`src/rtl/spi_cmd_pkg.sv`:
```
// Shared constants for the SPI command decoder: opcodes, FSM encoding and
// command-word field positions.
package spi_cmd_pkg;

  // Opcodes carried in the top byte of the command word
  localparam logic [7:0] OP_NOP    = 8'h00;
  localparam logic [7:0] OP_WRITE  = 8'h01;
  localparam logic [7:0] OP_SET    = 8'h02;
  localparam logic [7:0] OP_CLEAR  = 8'h03;
  localparam logic [7:0] OP_TOGGLE = 8'h04;

  // FSM state encoding
  localparam logic [1:0] ST_IDLE    = 2'd0;
  localparam logic [1:0] ST_CAPTURE = 2'd1;
  localparam logic [1:0] ST_EXEC    = 2'd2;

  // Command word field positions
  localparam int unsigned OPC_MSB  = 31;
  localparam int unsigned OPC_LSB  = 24;
  localparam int unsigned ADDR_MSB = 23;
  localparam int unsigned ADDR_LSB = 16;
  localparam int unsigned DATA_MSB = 15;
  localparam int unsigned DATA_LSB = 0;

  // New register value for a register-modifying opcode; anything else keeps cur
  function automatic logic [15:0] apply_op(input logic [7:0]  opc,
                                           input logic [15:0] cur,
                                           input logic [15:0] data);
    logic [15:0] res;
    res = cur;
    unique case (opc)
      OP_WRITE:  res = data;
      OP_SET:    res = cur | data;
      OP_CLEAR:  res = cur & ~data;
      OP_TOGGLE: res = cur ^ data;
      default:   res = cur;
    endcase
    return res;
  endfunction

endpackage

```
`src/rtl/sync_edge.sv`:
```
// Multi-flop synchronizer for an asynchronous pin, reset to the idle-high level,
// with a rising-edge pulse derived from one extra history flop.
module sync_edge #(
  parameter int unsigned Stages = 2
) (
  input  logic clk_i,
  input  logic rst_i,
  input  logic async_i,
  output logic sync_o,
  output logic rise_o
);

  logic [Stages-1:0] sync_q;
  logic              prev_q;

  // Shift the pin through the synchronizer chain and keep the previous level
  always_ff @(posedge clk_i) begin
    if (rst_i) begin
      sync_q <= '1;
      prev_q <= 1'b1;
    end else begin
      sync_q <= {sync_q[Stages-2:0], async_i};
      prev_q <= sync_q[Stages-1];
    end
  end

  // Level and edge outputs
  always_comb begin
    sync_o = sync_q[Stages-1];
    rise_o = sync_q[Stages-1] & ~prev_q;
  end

endmodule

```
`src/rtl/spi_cmd_decoder.sv`:
```
// Applies the 32-bit SPI receive word to a bank of control registers once per
// chip-select frame, reporting each command with a done or error pulse.
module spi_cmd_decoder
  import spi_cmd_pkg::*;
#(
  parameter int unsigned NUM_REGS    = 8,
  parameter int unsigned DATA_W      = 16,
  parameter int unsigned SYNC_STAGES = 2
) (
  input  logic                       CLK,
  input  logic                       RST,
  input  logic                       SS,
  input  logic [31:0]                byteRx,
  output logic [NUM_REGS*DATA_W-1:0] REGS,
  output logic                       CMD_DONE,
  output logic                       CMD_ERR,
  output logic [7:0]                 ERR_COUNT,
  output logic [31:0]                LAST_CMD
);

  logic              ss_sync;
  logic              ss_rise;

  logic [1:0]        state_q, state_d;
  logic [31:0]       cmd_q, cmd_d;
  logic [31:0]       last_q, last_d;
  logic [DATA_W-1:0] regs_q [NUM_REGS];
  logic [DATA_W-1:0] regs_d [NUM_REGS];
  logic              done_q, done_d;
  logic              err_q, err_d;
  logic [7:0]        cnt_q, cnt_d;

  logic [7:0]        opc;
  logic [7:0]        addr;
  logic [15:0]       data;
  logic              addr_in_range;
  logic              cmd_ok;

  sync_edge #(
    .Stages (SYNC_STAGES)
  ) u_ss_sync (
    .clk_i   (CLK),
    .rst_i   (RST),
    .async_i (SS),
    .sync_o  (ss_sync),
    .rise_o  (ss_rise)
  );

  // Split the held command word into its fields and classify it
  always_comb begin
    opc           = cmd_q[OPC_MSB:OPC_LSB];
    addr          = cmd_q[ADDR_MSB:ADDR_LSB];
    data          = cmd_q[DATA_MSB:DATA_LSB];
    addr_in_range = ({24'd0, addr} < NUM_REGS);
    cmd_ok        = 1'b0;
    unique case (opc)
      OP_NOP:                                cmd_ok = 1'b1;
      OP_WRITE, OP_SET, OP_CLEAR, OP_TOGGLE: cmd_ok = addr_in_range;
      default:                               cmd_ok = 1'b0;
    endcase
  end

  // Next-state: wait for end of frame, capture the word, then execute it
  always_comb begin
    state_d = state_q;
    cmd_d   = cmd_q;
    last_d  = last_q;
    regs_d  = regs_q;
    done_d  = 1'b0;
    err_d   = 1'b0;
    cnt_d   = cnt_q;
    unique case (state_q)
      ST_IDLE: begin
        if (ss_rise) state_d = ST_CAPTURE;
      end
      ST_CAPTURE: begin
        // A chip-select that already dropped again was a glitch: drop it silently
        if (ss_sync) begin
          cmd_d   = byteRx;
          last_d  = byteRx;
          state_d = ST_EXEC;
        end else begin
          state_d = ST_IDLE;
        end
      end
      ST_EXEC: begin
        state_d = ST_IDLE;
        if (cmd_ok) begin
          done_d = 1'b1;
          for (int unsigned i = 0; i < NUM_REGS; i++) begin
            if (addr == 8'(i)) regs_d[i] = apply_op(opc, regs_q[i], data);
          end
        end else begin
          err_d = 1'b1;
          if (cnt_q != 8'hFF) cnt_d = cnt_q + 8'd1;
        end
      end
      default: state_d = ST_IDLE;
    endcase
  end

  // State, register bank and status registers
  always_ff @(posedge CLK) begin
    if (RST) begin
      state_q <= ST_IDLE;
      cmd_q   <= '0;
      last_q  <= '0;
      done_q  <= 1'b0;
      err_q   <= 1'b0;
      cnt_q   <= '0;
      for (int unsigned i = 0; i < NUM_REGS; i++) regs_q[i] <= '0;
    end else begin
      state_q <= state_d;
      cmd_q   <= cmd_d;
      last_q  <= last_d;
      done_q  <= done_d;
      err_q   <= err_d;
      cnt_q   <= cnt_d;
      regs_q  <= regs_d;
    end
  end

  // Flatten the register bank and drive the status outputs
  always_comb begin
    REGS = '0;
    for (int unsigned i = 0; i < NUM_REGS; i++) REGS[i*DATA_W +: DATA_W] = regs_q[i];
    CMD_DONE  = done_q;
    CMD_ERR   = err_q;
    ERR_COUNT = cnt_q;
    LAST_CMD  = last_q;
  end

endmodule
```
`config.mk`:
```
export PLATFORM = sky130hd
export DESIGN_NAME = spi_cmd_decoder
export DESIGN_NICKNAME = d
export VERILOG_FILES = /design/src/rtl/spi_cmd_pkg.sv /design/src/rtl/sync_edge.sv /design/src/rtl/spi_cmd_decoder.sv
export SDC_FILE = /design/constraint.sdc
export NUM_CORES = 1
export LEC_CHECK = 0
export BUFFER_PORTS_ARGS = -buffer_cell sky130_fd_sc_hd__buf_2
export CORE_MARGIN = 5
export CORE_UTILIZATION = 40
export CTS_BUF_LIST = sky130_fd_sc_hd__clkbuf_4
export CTS_CLUSTER_SIZE = 20
export DETAILED_ROUTE_END_ITERATION = 7
export PLACE_DENSITY = 0.66
export RECOVER_POWER = 25
export SYNTH_ARGS = -nofsm -noshare
export SYNTH_HDL_FRONTEND = slang
export SYNTH_SLANG_ARGS = --single-unit
```
`constraint.sdc`:
```
create_clock -name CLK -period 2.8 [get_ports CLK]
set_input_delay 0.14 -clock CLK [delete_from_list [all_inputs] [get_ports CLK]]
set_output_delay 0.14 -clock CLK [all_outputs]
set_load 0.005 [all_outputs]
```
Word-level counts from Yosys, hierarchy flattened

Index checks and enable logic that the tools add are counted.

Bitwise gates (word level): 29
Add/sub/neg operators: 1
Reduce and logical (&&, ||, !) cells: 16
Muxes and demuxes: 14
Equality and inequality tests: 15
Magnitude comparators: 1

Operators by type and width:

| kind                | number |
|---|---|
| $pmux 16 s4         | 8 |
| $and 16x16->16      | 8 |
| $or 16x16->16       | 8 |
| $xor 16x16->16      | 8 |
| $eq 8x3->1 const B  | 5 |
| $eq 8x2->1 const B  | 4 |
| $reduce_and 4->1    | 8 |
| $eq 8x1->1 const B  | 2 |
| $logic_not 8->1     | 2 |
| $not 16->16         | 1 |
| $add 8x1->8 const B | 1 |
| $lt 8x4->1 const B  | 1 |
| $ne 8x8->1 const B  | 1 |
| $mux 2              | 2 |
| $pmux 2 s2          | 1 |
| $reduce_bool 4->1   | 1 |
| $reduce_or 4->1     | 1 |
| $not 1->1           | 3 |
| $reduce_and 3->1    | 1 |
| $eq 2x1->1 const B  | 1 |
| $eq 2x2->1 const B  | 1 |
| $logic_not 2->1     | 1 |
| $mux 1              | 2 |
| $ne 2x2->1 const B  | 1 |
| other kinds (4)     | 4 |

Register bits: 175
Logic and storage cells: 91
Output and inout port bits: 170
Input bits: 35

Logic depth before layout (Yosys ltp)

Depth after elaboration: 5
Mapped depth: 9
Mapped depth without buffers: 7

Cells and area by module

A second synthesis with hierarchy kept.

Cells, all modules: 1674
Area total of the unflattened synthesis: 13479.2 um^2

By module, submodules not included:

| module          | cells an instance | times used | area each (um^2) | seq. area each (um^2) |
|---|---|---|---|---|
| spi_cmd_decoder | 1667              | 1          | 13394.1          | 3443.3 |
| sync_edge       | 7                 | 1          | 85.1             | 60.1 |

Worst setup path before layout

OpenSTA, ideal clock, no wires.

Path kind: flip-flop to flip-flop
Start point: register, netlist name LAST_CMD[24]
End point: register regs_q (netlist bit REGS[93])
Setup time: 130 ps
Arrival time: 1838 ps
Clock period less this slack: 1969 ps
Data required time: 2670 ps
Slack: 831 ps
Cell stages (with the launch flop): 8
Cell sequence: dfxtp_1 -> buf_2 -> o21ai_2 -> nand4_4 -> buf_6 -> nor4_2 -> buf_2 -> a31oi_1

RTL lines:

| item                 | line                   | source |
|---|---|---|
| to (signal assigned) | spi_cmd_decoder.sv:119 | `regs_q <= regs_d;` |
| to (decl)            | spi_cmd_decoder.sv:27  | `logic [DATA_W-1:0] regs_q [NUM_REGS];` |

==> summary.md <==
| Metric | Value |
|---|---|
| Root buffer cell | clkbuf_4 |
| Overall global routing resource usage | 24.63% |
| Clock Sinks | 175 |
| Critical-path cell list | or3_1 -> nand4_4 -> buf_4 -> nor4_4 -> buf_4 -> o21bai_1 -> a31oi_1 |
| Final setup TNS | 0 ns |
| Total number of yosys warnings | 0 |
| Sequential-to-total area share from yosys stat | 26.01% |
| Util after Layout | 46.76% |
| H-tree levels | 4 |
| Post-route ant nets | 0 |
| Critical path capture point type | register |
| R2R setup slack | 0.36 ns |
| Most area-consuming cells after synthesis | dfxtp_1, ha_1, nand2_1, a2bb2oi_1, o21bai_1 |
| CTS Buffer Depth | 2 |
| Number of port buffers | 204 |
| Core area | 33360 µm² |
| Fraction of registers with async set/reset | 0% |
| Met3 Usage GRT | 4.783% |
| CTS tree | done |
| Fin nets | 2152 |
| Area of the die | 37440 µm² |
| Drt via density | 5.664 |
| Number of flops mapped to enable cells by yosys | 0 |
| Min-delay src | RST |
| Crit path launch type | register |
| Drt drc | 0 |
| WP data required | 3.32 ns |
| Share of cells above drive strength 1 | 13.35% |
| Final wirelength | 48180 µm |
| Worst hold stages | 2 |
| Static Leak | 0.006247 µW |
| Initial Util | 40.37% |
| Register bit total from synthesis | 175 |
| Ratio of final minimum period to clock period | 87.02% |
| Num CTS Buffers | 17 |
| Vias in the first global route | 12.35k |
| Count of standard-cell rows | 67 |
| Die width | 193.5 µm |
| Highest clock rate | 410.4 MHz |
| Reg-to-reg critical path endpoint | REGS[1] |
| Fillers | 3341 |
| Count leader, synth | nand2_1 |
| GPL Wtd Cong | 0.8598 |
| Cell area after layout | 15600 µm² |
| Worst vdd ir | 0.2706 mV |
| R2R depth | 7 |
| Status | finished, final reports clean |
| Most common library cells after synthesis | nand2_1, ha_1, dfxtp_1, inv_1, o21ai_0 |
| Worst Path Max Fanout | 15 |
| Chip height | 193.5 µm |
| RSZ-0062 raised after global routing | no |
| Relative slew slack | 35.04% |
| CP arrival | 2.96 ns |
| Initial drt markers | 1173 |
| WL/cell | 20.74 µm |
| Worst path bufs/invs | 2 |
| HP Class | input port to register |
| CP delay by family, top | simple AND/OR/NAND/NOR gates |
| Setup ws final | 0.3634 ns |
| Cell Area, Synth | 13470 µm² |
| Area grow syn2layout | 15.84% |
| Vias | 13.16k |
| Worst reg2reg path startpoint | LAST_CMD[25] |
| Dpl hpwl | 31050 µm |
| IO Pins | 205 |
| Synthesized Nets | 1966 |
| Avg Inst Size Synth | 8.046 µm² |
| Post-DP Area | 15090 µm² |
| Final hold violation count | 0 |
| Reg clk slew, reported paths | 0.17 ns |
| Post-Syn Instances | 1674 |
| Netlist cell types | 44 |
| CP max-delay cell | dfxtp_1 |
| Final Max Slew Viols | 0 |
| Multi-input logic area | 8964 µm² |
| Synth area leader | dfxtp_1 |
| DRT Pass-1 Iters | 5 |
| Pre-CTS setup slack | 0.4041 ns |
| M2 GR Usage | 38.61% |
| Most used cell, CP | buf_4 |
| Skew-Pair Late Insertion Delay | 0.61 ns |
| Setup Viol. Count Final | 0 |
| Minimum clock period | 2.437 ns |
| Setup Skew | 0.04446 ns |
| Seq. cell area | 3507 µm² |
| Setup CP Type | register to register |
| First-pass GRT wire length | 74290 µm |
| Largest net degree at the start of global routing | 121 |
| Top-area cell type share of the netlist area | 26.01% |
| Routing usage on met1 | 33.67% |
| PwrDens | 277.6 nW/µm² |
| Main flop type after synthesis | dfxtp_1 |
| Worst Max-Slew Pin Slew | 0.9744 ns |
| MaxCap Viol Count | 0 |
| Hold path endpoint | LAST_CMD[30] |
| Initial antenna violation count | 1 |
| GRT Max-Usage Layer | met2 |
| Total grt overflow | 0 |
| Post-CTS resize count | 0 |
| Slowest stage delay, CP | 0.64 ns |
## worst register-to-register path, cell delays in order (launching register included)
cell      delay, ns
dfxtp_1        0.64
or3_1          0.24
nand4_4        0.34
buf_4          0.32
nor4_4         0.32
buf_4          0.30
o21bai_1       0.10
a31oi_1        0.13
## flip-flops by register name (all words and copies together) (netlist names)
register          flops
ERR_COUNT             8
u_ss_sync.sync_q      2
state_q               2
u_ss_sync.prev_q      1
REGS                128
LAST_CMD             32
CMD_DONE              1
CMD_ERR               1
## worst max path at each step
stage                       startpoint       end  cells past startpoint
final                     LAST_CMD[25]   REGS[1]                      7
after global routing      LAST_CMD[25]   REGS[6]                      7
after CTS                 LAST_CMD[25]  REGS[15]                      7
after detailed placement  LAST_CMD[25]   REGS[7]                      7
after global placement    LAST_CMD[25]  REGS[63]                      7
after floorplan           LAST_CMD[24]  REGS[93]                      7
## cells in the final DEF (no fill, tap or decap), drive strengths merged, types with 25 or more instances in the layout
cell type | Yosys | final
dlygate4sd3 | 0 | 33
a21oi | 48 | 48
buf | 33 | 188
nand2 | 327 | 327
a31oi | 120 | 120
ha | 257 | 257
nor2 | 25 | 25
a2bb2oi | 120 | 120
dfxtp | 175 | 175
inv | 145 | 150
o21ai | 126 | 126
o21bai | 120 | 120
clkbuf | 89 | 85
## final cells by class
cell class	count	area share, %
flip-flops and latches	175	22.48
diodes	2	0.03208
clock buffers	17	0.8180
inverters	145	3.488
clock inverters	15	0.8741
repair buffers	289	11.27
well taps	448	3.593
multi-input cells	1232	57.45
## stage by stage
| step | hold WS [ns] | cells | power, µW |
|---|---|---|---|
| global placement | 0.3233 | 2256 | 2842 |
| global route | 0.08747 | 2323 | 4462 |
| floorplan | 0.2438 | 1674 | 2736 |
| detailed placement | 0.3267 | 2256 | 2843 |
| finish | 0.09669 | 2323 | 4331 |
| CTS | 0.04701 | 2321 | 4339 |
## metal layers
layer / wire length, µm / vias to the layer above
met3: 3852 / 81
li1: - / 6219
met2: 21610 / 574
met1: 20970 / 6284
met4: 1751 / 0
met5: 0 / -
## repair_timing
item	in CTS	in global routing
hold endpoints to repair	33	0
hold buffers	33	0
setup buffers	0	0
## power breakdown
group	leakage [µW]	internal (µW)	total [µW]	switching [µW]
clock	0.000141	455	1500	1040
combinational	0.00470	136	327	191
sequential	0.00141	2500	2510	7.98
total	0.00625	3090	4330	1240
## kinds of logic (layout without fill, tap and decap cells)
logic type                 after synthesis  after routing  synth area share [%]
buffers and inverters                  267            466                 7.636
DFF                                    175            175                 26.01
AOI/OAI and AO/OA                      556            556                 28.06
adders and majority gates              257            257                 23.87
other                                    0              2                     0
muxes                                    2              2                0.1672
and+or+nand+nor                        417            417                 14.25
Note: power is estimated with default switching activity, not from simulation.
